## src/rtl/led_pwm_sequencer_pkg.sv

```systemverilog
`default_nettype none
// ============================================================================
//  Module      : led_pwm_sequencer_pkg
//  Description : Shared encodings and helpers for the LED PWM sequencer.
//  Revision    : 1.0 - initial release
// ============================================================================
package led_pwm_sequencer_pkg;

   // Pattern selected on the Mode input
   typedef enum logic [1:0] {
      MODE_FIX10 = 2'd0,
      MODE_FIX50 = 2'd1,
      MODE_RAMP  = 2'd2,
      MODE_BLINK = 2'd3
   } mode_e;

   // Sequencer top-level state
   typedef enum logic [0:0] {
      ST_IDLE = 1'b0,
      ST_RUN  = 1'b1
   } state_e;

   localparam logic [3:0] DUTY_MAX        = 4'd10;
   localparam int         SLOTS_PER_FRAME = 10;
   localparam logic [3:0] SLOT_IDX_LAST   = 4'(SLOTS_PER_FRAME - 1);

   // Duty shown in the first frame after leaving IDLE
   function automatic logic [3:0] entry_duty(input mode_e mode);
      logic [3:0] duty;
      duty = 4'd1;
      case (mode)
         MODE_FIX10: duty = 4'd1;
         MODE_FIX50: duty = 4'd5;
         MODE_RAMP:  duty = 4'd0;
         MODE_BLINK: duty = DUTY_MAX;
      endcase
      return duty;
   endfunction

   // Modes that keep frame-to-frame sequencing state (level/step/direction)
   function automatic logic is_sequenced(input mode_e mode);
      return (mode == MODE_RAMP) || (mode == MODE_BLINK);
   endfunction

endpackage
`default_nettype wire

```

## src/rtl/led_pwm_sequencer_if.sv

```systemverilog
`default_nettype none
// ============================================================================
//  Module      : led_pwm_sequencer_if
//  Description : Board-side signal bundle of the LED PWM sequencer: switch and
//                mode inputs, LED drive and observation outputs.
//  Revision    : 1.0 - initial release
// ============================================================================
interface led_pwm_sequencer_if;
   logic       Sw;
   logic [1:0] Mode;
   logic       Led;
   logic [3:0] Duty;
   logic       Frame_tick;

   // Board / stimulus side
   modport master (
      output Sw,
      output Mode,
      input  Led,
      input  Duty,
      input  Frame_tick
   );

   // Sequencer side
   modport slave (
      input  Sw,
      input  Mode,
      output Led,
      output Duty,
      output Frame_tick
   );
endinterface
`default_nettype wire

```

## src/rtl/led_pwm_sequencer_pwm_frame_timer.sv

```systemverilog
`default_nettype none
// ============================================================================
//  Module      : pwm_frame_timer
//  Description : Splits a PWM frame into SLOTS_PER_FRAME slots of SLOT_CYC
//                cycles each and flags the last cycle of the frame.
//  Revision    : 1.0 - initial release
// ============================================================================
module pwm_frame_timer
   import led_pwm_sequencer_pkg::*;
#(
   parameter int SLOT_CYC = 10
)
(
   input  logic       clk,
   input  logic       rst,
   input  logic       clr,
   input  logic       en,
   output logic [3:0] slot_idx,
   output logic       frame_tick
);

   localparam int               CNT_W     = (SLOT_CYC > 1) ? $clog2(SLOT_CYC) : 1;
   localparam logic [CNT_W-1:0] SLOT_LAST = CNT_W'(SLOT_CYC - 1);

   logic [CNT_W-1:0] slot_cnt_q, slot_cnt_d;
   logic [3:0]       slot_idx_q, slot_idx_d;
   logic             last_cyc_of_slot;

   assign last_cyc_of_slot = (slot_cnt_q == SLOT_LAST);
   assign frame_tick       = en && last_cyc_of_slot && (slot_idx_q == SLOT_IDX_LAST);
   assign slot_idx         = slot_idx_q;

   // Next-count logic: clear wins, otherwise advance while enabled
   always_comb begin
      slot_cnt_d = slot_cnt_q;
      slot_idx_d = slot_idx_q;
      if (clr) begin
         slot_cnt_d = '0;
         slot_idx_d = '0;
      end else if (en) begin
         if (last_cyc_of_slot) begin
            slot_cnt_d = '0;
            slot_idx_d = (slot_idx_q == SLOT_IDX_LAST) ? 4'd0 : slot_idx_q + 4'd1;
         end else begin
            slot_cnt_d = slot_cnt_q + CNT_W'(1);
         end
      end
   end

   // Counter registers
   always_ff @(posedge clk) begin
      if (rst) begin
         slot_cnt_q <= '0;
         slot_idx_q <= '0;
      end else begin
         slot_cnt_q <= slot_cnt_d;
         slot_idx_q <= slot_idx_d;
      end
   end

endmodule
`default_nettype wire

```

## src/rtl/led_pwm_sequencer.sv

```systemverilog
`default_nettype none
// ============================================================================
//  Module      : led_pwm_sequencer
//  Description : Frame-based LED PWM controller. Each frame is ten duty slots;
//                the duty level is re-evaluated only at frame end according to
//                the selected pattern (fixed 10 %, fixed 50 %, ramp, blink).
//  Revision    : 1.0 - initial release
// ============================================================================
module led_pwm_sequencer
   import led_pwm_sequencer_pkg::*;
#(
   parameter int CLK_HZ          = 50_000_000,
   parameter int FRAME_HZ        = 50,
   parameter int FRAMES_PER_STEP = 5
)
(
   input  logic                Clk_50M,
   input  logic                Rst,
   led_pwm_sequencer_if.slave  bus
);

   localparam int              SLOT_CYC  = CLK_HZ / (FRAME_HZ * SLOTS_PER_FRAME);
   localparam int              STEP_W    = (FRAMES_PER_STEP > 1) ? $clog2(FRAMES_PER_STEP) : 1;
   localparam logic [STEP_W-1:0] STEP_LAST = STEP_W'(FRAMES_PER_STEP - 1);

   state_e            state_q, state_d;
   mode_e             mode_q, mode_d;
   logic [3:0]        duty_q, duty_d;
   logic [3:0]        level_q, level_d;
   logic              dir_dn_q, dir_dn_d;
   logic [STEP_W-1:0] step_q, step_d;
   logic              led_q, led_d;

   logic              run;
   logic              timer_clr;
   logic [3:0]        slot_idx;
   logic              frame_tick;
   mode_e             mode_in;

   assign run       = (state_q == ST_RUN);
   assign timer_clr = !run || !bus.Sw;
   assign mode_in   = mode_e'(bus.Mode);

   pwm_frame_timer #(
      .SLOT_CYC (SLOT_CYC)
   ) u_frame_timer (
      .clk        (Clk_50M),
      .rst        (Rst),
      .clr        (timer_clr),
      .en         (run),
      .slot_idx   (slot_idx),
      .frame_tick (frame_tick)
   );

   // FSM next state, pattern sequencing at frame end and LED compare
   always_comb begin
      state_d  = state_q;
      mode_d   = mode_q;
      duty_d   = duty_q;
      level_d  = level_q;
      dir_dn_d = dir_dn_q;
      step_d   = step_q;
      led_d    = 1'b0;

      case (state_q)
         ST_IDLE: begin
            level_d  = '0;
            dir_dn_d = 1'b0;
            step_d   = '0;
            if (bus.Sw) begin
               state_d = ST_RUN;
               mode_d  = mode_in;
               duty_d  = entry_duty(mode_in);
               level_d = is_sequenced(mode_in) ? entry_duty(mode_in) : 4'd0;
            end
         end

         ST_RUN: begin
            if (!bus.Sw) begin
               // Leaving RUN freezes Duty; sequencing state restarts on re-entry
               state_d  = ST_IDLE;
               level_d  = '0;
               dir_dn_d = 1'b0;
               step_d   = '0;
            end else begin
               led_d = (slot_idx < duty_q);
               if (frame_tick) begin
                  mode_d = mode_in;
                  if (is_sequenced(mode_in) && (mode_in != mode_q)) begin
                     level_d  = '0;
                     dir_dn_d = 1'b0;
                     step_d   = '0;
                     duty_d   = '0;
                  end else begin
                     case (mode_in)
                        MODE_FIX10: duty_d = 4'd1;
                        MODE_FIX50: duty_d = 4'd5;
                        MODE_RAMP, MODE_BLINK: begin
                           if (step_q == STEP_LAST) begin
                              step_d = '0;
                              if (mode_in == MODE_BLINK) begin
                                 level_d = (level_q == 4'd0) ? DUTY_MAX : 4'd0;
                              end else if (!dir_dn_q) begin
                                 // Turn around on the top level so it is shown once
                                 if (level_q >= DUTY_MAX) begin
                                    level_d  = level_q - 4'd1;
                                    dir_dn_d = 1'b1;
                                 end else begin
                                    level_d = level_q + 4'd1;
                                 end
                              end else begin
                                 if (level_q == 4'd0) begin
                                    level_d  = 4'd1;
                                    dir_dn_d = 1'b0;
                                 end else begin
                                    level_d = level_q - 4'd1;
                                 end
                              end
                              duty_d = level_d;
                           end else begin
                              step_d = step_q + STEP_W'(1);
                           end
                        end
                     endcase
                  end
               end
            end
         end

         default: state_d = ST_IDLE;
      endcase
   end

   // State, pattern and LED registers
   always_ff @(posedge Clk_50M) begin
      if (Rst) begin
         state_q  <= ST_IDLE;
         mode_q   <= MODE_FIX10;
         duty_q   <= '0;
         level_q  <= '0;
         dir_dn_q <= 1'b0;
         step_q   <= '0;
         led_q    <= 1'b0;
      end else begin
         state_q  <= state_d;
         mode_q   <= mode_d;
         duty_q   <= duty_d;
         level_q  <= level_d;
         dir_dn_q <= dir_dn_d;
         step_q   <= step_d;
         led_q    <= led_d;
      end
   end

   assign bus.Led        = led_q;
   assign bus.Duty       = duty_q;
   assign bus.Frame_tick = frame_tick;

endmodule
`default_nettype wire
```

## src/flat_wrapper.sv

```systemverilog
// flat-port wrapper written by rule: the top's interface ports become plain ports
module led_pwm_sequencer_flat import led_pwm_sequencer_pkg::*;
#(
   parameter int CLK_HZ          = 50_000_000,
   parameter int FRAME_HZ        = 50,
   parameter int FRAMES_PER_STEP = 5
)
  (Clk_50M, Rst, bus_Sw, bus_Mode, bus_Led, bus_Duty, bus_Frame_tick);
  led_pwm_sequencer_if bus_i ();
  input  logic Clk_50M;
  input  logic Rst;
  input wire logic [$bits(bus_i.Sw)-1:0] bus_Sw;
  input wire logic [$bits(bus_i.Mode)-1:0] bus_Mode;
  output wire logic [$bits(bus_i.Led)-1:0] bus_Led;
  output wire logic [$bits(bus_i.Duty)-1:0] bus_Duty;
  output wire logic [$bits(bus_i.Frame_tick)-1:0] bus_Frame_tick;
  assign bus_i.Sw = bus_Sw;
  assign bus_i.Mode = bus_Mode;
  assign bus_Led = bus_i.Led;
  assign bus_Duty = bus_i.Duty;
  assign bus_Frame_tick = bus_i.Frame_tick;
  led_pwm_sequencer #(.CLK_HZ(CLK_HZ), .FRAME_HZ(FRAME_HZ), .FRAMES_PER_STEP(FRAMES_PER_STEP)) u_core (.Clk_50M(Clk_50M), .Rst(Rst), .bus(bus_i));
endmodule
```

## config.mk

```make
export PLATFORM = sky130hd
export DESIGN_NAME = led_pwm_sequencer_flat
export DESIGN_NICKNAME = d
export VERILOG_FILES = /design/src/rtl/led_pwm_sequencer_pkg.sv /design/src/rtl/led_pwm_sequencer_if.sv /design/src/rtl/led_pwm_sequencer_pwm_frame_timer.sv /design/src/rtl/led_pwm_sequencer.sv /design/src/flat_wrapper.sv
export SDC_FILE = /design/constraint.sdc
export NUM_CORES = 1
export LEC_CHECK = 0
export CORE_MARGIN = 3
export CORE_UTILIZATION = 30
export DETAILED_ROUTE_END_ITERATION = 10
export GPL_TIMING_DRIVEN = 0
export PLACE_DENSITY = 0.54
export SETUP_SLACK_MARGIN = 0.15
export SYNTH_ARGS = -nofsm -noshare
export SYNTH_HDL_FRONTEND = slang
export SYNTH_SLANG_ARGS = --single-unit
```

## constraint.sdc

```tcl
create_clock -name Clk_50M -period 3 [get_ports Clk_50M]
set_input_delay 0.9 -clock Clk_50M [delete_from_list [all_inputs] [get_ports Clk_50M]]
set_output_delay 0.9 -clock Clk_50M [all_outputs]
set_load 0.01 [all_outputs]
```

; ---- Word level (Yosys, flattened, before mapping)
; Index checks and enable logic that the tools add are counted.
[totals]
ff_bits = 37
latch_bits = 0
out_inout_bits = 6
ramBits = 0
mem_count = 0
inputBits = 5
wordCells = 94
rom_bits = 0
[op_classes]
n_bitwise = 2
shifts = 0
mul = 0
n_reduce_logical = 18
div_mod_pow = 0
n_lt_le_gt_ge = 2
n_addsub = 5
muxes = 43
eq_ne = 15
[op_table]
columns = cell, n
row1 = 4-bit two-way mux, 17
row2 = 17-bit by 1-bit adder with 17-bit output (second input constant), 1
row3 = 17-bit == test (second input constant), 1
row4 = 17-bit two-way mux, 1
row5 = 4-bit != test (second input constant), 4
row6 = 4-bit one-hot mux with 2 select lines, 2
row7 = 4-bit one-hot mux with 4 select lines, 1
row8 = 3-bit two-way mux, 5
row9 = 4-bit one-hot mux with 3 select lines, 1
row10 = 1-bit two-way mux, 10
row11 = 4-bit by 1-bit adder with 4-bit output (second input constant), 2
row12 = 4-bit AND reduction, 2
row13 = 2-bit two-way mux, 3
row14 = 2-bit != test (second input constant), 3
row15 = 3-bit one-hot mux with 2 select lines, 1
row16 = 3-bit AND reduction, 2
row17 = 2-bit == test (second input constant), 2
row18 = 4-bit == test (second input constant), 1
row19 = 4-bit >= comparator (second input constant), 1
row20 = 4-bit logical NOT, 1
row21 = 4-bit less-than comparator, 1
row22 = 2-bit one-hot mux with 2 select lines, 1
row23 = 2-bit AND reduction, 2
row24 = 2-bit OR reduction, 2
row25 = 13 further kinds, 18

; ---- Depth between registers and ports, before layout
[depth]
word_depth = 10
mapped_depth = 7
depth_no_buf = 7

; ---- Modules after synthesis
; Synthesis repeated with hierarchy kept, for this count alone.
[unflattened]
cells_unflattened = 257
hier_area_um2 = 2173.3
[modules_own_cells]
columns = module, n_inst, cells_each, area_each_um2, seq_area_each_um2
row1 = led_pwm_sequencer, 1, 130, 1112.3, 320.3
row2 = pwm_frame_timer, 1, 127, 1061.0, 420.4

; ---- Worst setup path after synthesis
; OpenSTA, ideal clock, no wires.
[synth_timing]
path_type = flip-flop to output port
startpoint = register u_core.u_frame_timer.slot_cnt_q[12]
endpoint = output bus_Frame_tick
arrival_time_ns = 1.715
stages_incl_launch_ff = 5
path_slack_ns = 0.385
required_ns = 2.100
n_path_buf = 0
path_cell_list = dfxtp_1 or4b_4 nor4_4 and2_1 and3_1
[synth_via]
elab_chain_len = 3
[synth_lines]
columns = element, line
row1 = "start, declared", led_pwm_sequencer_pwm_frame_timer.sv:25  ; logic [CNT_W-1:0] slot_cnt_q, slot_cnt_d;
row2 = "start signal, assigned", led_pwm_sequencer_pwm_frame_timer.sv:56  ; slot_cnt_q <= slot_cnt_d;
row3 = 17-bit == test, led_pwm_sequencer_pwm_frame_timer.sv:29  ; assign last_cyc_of_slot = (slot_cnt_q == SLOT_LAST);
row4 = 1-bit logical AND (2 in series), led_pwm_sequencer_pwm_frame_timer.sv:30  ; assign frame_tick = en && last_cyc_of_slot && (slot_idx_q == SLOT_IDX_LAST);
row5 = "end, declared", flat_wrapper.sv:16  ; output wire logic [$bits(bus_i.Frame_tick)-1:0] bus_Frame_tick;
; Every way passes these cells.

; ---- Final worst setup path
[layout_timing]
startpoint = input bus_Mode[0]
endpoint = register u_core.duty_q[3], in the netlist u_core.bus.Duty[3]
[layout_via]
elab_chain_len = 8
word_cells_on_any_way = 19
cone_classes = eq/ne: 5 / mux: 9 / reduce/logical: 5
[layout_lines]
columns = element, line
row1 = "start, declared", flat_wrapper.sv:13  ; input wire logic [$bits(bus_i.Mode)-1:0] bus_Mode;
row2 = 2-bit == test, --
row3 = 4-bit two-way mux, led_pwm_sequencer.sv:101  ; if (mode_in == MODE_BLINK) begin
row4 = 4-bit two-way mux, led_pwm_sequencer.sv:99  ; if (step_q == STEP_LAST) begin
row5 = 4-bit one-hot mux with 3 select lines, led_pwm_sequencer.sv:95  ; case (mode_in)
row6 = 4-bit two-way mux, led_pwm_sequencer.sv:89  ; if (is_sequenced(mode_in) && (mode_in != mode_q)) begin
row7 = 4-bit two-way mux, led_pwm_sequencer.sv:87  ; if (frame_tick) begin
row8 = 4-bit two-way mux, led_pwm_sequencer.sv:79  ; if (!bus.Sw) begin
row9 = 4-bit one-hot mux with 2 select lines, led_pwm_sequencer.sv:65  ; case (state_q)
row10 = "end signal, assigned", led_pwm_sequencer.sv:147  ; duty_q <= duty_d;
row11 = "end, declared", led_pwm_sequencer.sv:28  ; logic [3:0] duty_q, duty_d;
; Parallel ways exist; a longest one is shown, timed or not. The select of a mux whose other input is x is not followed.
; A chain may end at the register's enable or synchronous reset.

==> metrics.txt <==
outcome finished, final reports clean; wire per inst 13.92 um; placed inst area 0.002247 sq mm; initial antenna violation count 0; fin cells 332; Clock Power Share 0.438; Vias/cell 5.280; fmax 361.1 MHz; Initial DRC Count 59; required time worst endpoint 3.22 ns; RSZ-0062 raised after global routing no; Diodes inserted 0; RD Place Congestion 0.7689; post-route cell area 0.002409 sq mm; WP data arrival 2.99 ns; maxcap violations 0; share of cells above drive strength 1 0.1294; global-route wire length before repair 7.521 mm; Post-DP HPWL 3.301 mm; post-synthesis sequential area ratio 0.3594; worst path bufs/invs 1; skew final 0.005199 ns; Synth Cell Area 0.002061 sq mm; final hold violations 0; VDD IR-drop max 157.5 uV; Post-synth EDFFs 0; most used flip-flop cell after synthesis dfxtp_1; NetSw 0.2248 mW; Layout Utilization 0.3708; sequential power share 0.491; kind of critical path in -> reg; DIE AREA 0.007900 sq mm; Mapped Cells 236; clock latency at the later pin of the worst-skew pair 0.29 ns; final period utilization 0.9232; vias in the first global route 1601; worst hold path cell count 1; synth warn 0; Post-Route WL 4.620 mm; DR vias 1753; Mapped Nets 251; CTS Hold Bufs 0; syn avg cell area 8.732 sq um; drt pass-1 iters 4; Pins Over Slew Limit 0; Core Rows 29; Layout Nets 269; antenna viol nets, final 0; Synth cell types 54; DRC errors left 0; critical path cell sequence clkdlybuf4s50_1 -> or3b_2 -> a21oi_2 -> o211ai_1 -> a2111oi_2 -> o21bai_1; Net Sw Frac 0.2192; largest buffer count on any clock path 2; die span in x 88.88 um; P_leak 0.8231 nW; Clock Tree Root clkbuf_8; Reg2Reg Depth 7; Int Pwr 0.8006 mW; CTS tree built; clk sink count 37; # port buffers 9; DP Cell Count 322; pwr dens 425.7 mW/mm^2; largest net degree at the start of global routing 12; Critical Path Source Type input pin; #FFs+latches synth 37; htree depth 2; Layout area overhead 16.88%; Critical Path End Type flop; crit path max fanout 6; core area 0.006495 sq mm; crit path time final 2.770 ns; Worst path max stage delay 0.54 ns; Critical Path Stages 6; IO Count 11; Top delay family on crit path compound AO/OA/AOI/OAI gates; FFs w/ async S/R, synth 0; # setup viols final 0; gr ovfl total 0; Power Total 1.025 mW; Logic pwr share 0.071; Initial Util 0.3173; Fillers 658; Worst Max-Slew Pin Slew 0.6238 ns; CTS clk-pin slew, worst paths 0.08 ns; critical path's slowest cell clkdlybuf4s50_1; DIE HEIGHT 88.88 um; Total Routing Usage GR 0.1229; Rel. slew slack 0.5842; Num CTS Buffers 5; worst min path class reg -> reg
registers in the layout (all words and copies together), names as in the netlist:
signal,cells
u_core.run,1
u_core.level_q,4
u_core.mode_q,2
u_core.u_frame_timer.slot_idx,4
u_core.step_q,3
u_core.bus.Led,1
u_core.dir_dn_q,1
u_core.u_frame_timer.slot_cnt_q,17
u_core.bus.Duty,4
layout by cell type (no fill, tap or decap), drive strengths merged, types with 4 or more instances in the layout:
master          n
dfxtp          37
nor2           26
clkbuf         15
inv            13
nand2          12
a21oi          12
o21ai          11
xor2           10
ha             10
nand3           9
nand4           9
clkdlybuf4s50   8
xnor2           6
and3            6
nor2b           5
and4            5
nor3b           4
buf             4
or3b            4
metal layers:
metal,wire (um),part of all wire,global-route usage,up-vias
met5,0,0,0,-
met4,61,0.013,0.04808,0
met3,220,0.048,0.03073,7
met2,1959,0.42,0.1896,22
met1,2378,0.51,0.1642,822
li1,-,-,-,902
through the flow:
| step | hold slack, ns | worst slack [ns] | TNS, ns |
|---|---|---|---|
| 2_1_floorplan | 0.4134 | 0.3846 | 0 |
| 3_3_place_gp | 0.4276 | -0.3130 | -1.266 |
| 3_5_place_dp | 0.4297 | -0.3339 | -0.8181 |
| 4_1_cts | 0.4412 | 0.1506 | 0 |
| 5_1_grt | 0.4654 | 0.1510 | 0 |
| 6_report | 0.4386 | 0.2303 | 0 |
power by group through the flow:
stage	Sequential [mW]	Clock [mW]	Combinational [mW]
3_3_place_gp	0.515	0	0.0701
4_1_cts	0.504	0.468	0.0709
5_1_grt	0.505	0.483	0.0811
2_1_floorplan	0.516	0	0.0440
3_5_place_dp	0.515	0	0.0705
6_report	0.504	0.449	0.0726
logic make-up (layout without fill, tap and decap cells):
logic type,count (synthesis),count (layout),share of synthesized area
AOI/OAI and AO/OA,49,49,0.1742
and+or+nand+nor,100,100,0.2872
DFF,37,37,0.3594
muxes,2,2,0.009715
buffers and inverters,22,41,0.04068
adders and majority gates,10,10,0.06072
xor gates and xnor gates,16,16,0.06800
cells in the mapped netlist, drive strengths merged, types with 2 or more instances:
cell / count / area share
a211oi: 3 / 0.011
a21o: 3 / 0.011
a21oi: 12 / 0.031
a31oi: 2 / 0.013
and3: 6 / 0.018
and4: 5 / 0.022
clkbuf: 8 / 0.015
dfxtp: 37 / 0.36
ha: 10 / 0.061
inv: 13 / 0.024
mux2i: 2 / 0.0097
nand2: 12 / 0.022
nand2b: 2 / 0.0061
nand3: 9 / 0.022
nand4: 9 / 0.027
nand4bb: 2 / 0.011
nor2: 26 / 0.047
nor2b: 5 / 0.015
nor3: 2 / 0.0049
nor3b: 4 / 0.015
nor4: 3 / 0.016
nor4b: 2 / 0.0085
o211ai: 2 / 0.0073
o21ai: 11 / 0.027
o21bai: 2 / 0.0073
o31ai: 3 / 0.011
or3: 3 / 0.0091
or3b: 4 / 0.017
or4b: 2 / 0.012
xnor2: 6 / 0.026
xor2: 10 / 0.042
path summary, 6_finish.rpt:
| check | startpoint | endpoint | slack, ns |
|---|---|---|---|
| worst min-delay path | u_core.u_frame_timer.slot_cnt_q[0] | u_core.u_frame_timer.slot_cnt_q[0] | 0.44 |
| worst min register to register | u_core.u_frame_timer.slot_cnt_q[0] | u_core.u_frame_timer.slot_cnt_q[0] | 0.44 |
| worst max register to register | u_core.level_q[0] | u_core.bus.Duty[3] | 0.41 |
| worst max-delay path | bus_Mode[0] | u_core.bus.Duty[3] | 0.23 |
worst register-to-register path, stage by stage (launching register included):
cell	delay, ns
dfxtp_1	0.40
inv_1	0.16
ha_1	0.21
nor3b_1	0.44
a31oi_1	0.14
or3b_2	0.51
a2111oi_2	0.50
o21bai_1	0.17
cell type report:
class | count | area [sq um] | share of cell area
clock inverter | 1 | 30.03 | 0.01247
buffer | 9 | 37.54 | 0.01558
sequential | 37 | 745.7 | 0.3096
inverter | 13 | 48.80 | 0.02026
timing repair buffer | 11 | 100.1 | 0.04156
clock buffer | 7 | 86.33 | 0.03584
multi-input combinational | 177 | 1264 | 0.5247
tap | 77 | 96.34 | 0.04000
timing repair:
| item | in CTS | in global routing |
|---|---|---|
| hold endpoints to repair | 0 | 0 |
| gates resized for setup | 9 | 8 |
| setup buffers | 2 | 0 |
| endpoints found under the setup margin | 1 | 7 |
| pin swaps | 2 | 1 |
Power figures use the tool's default switching activity.
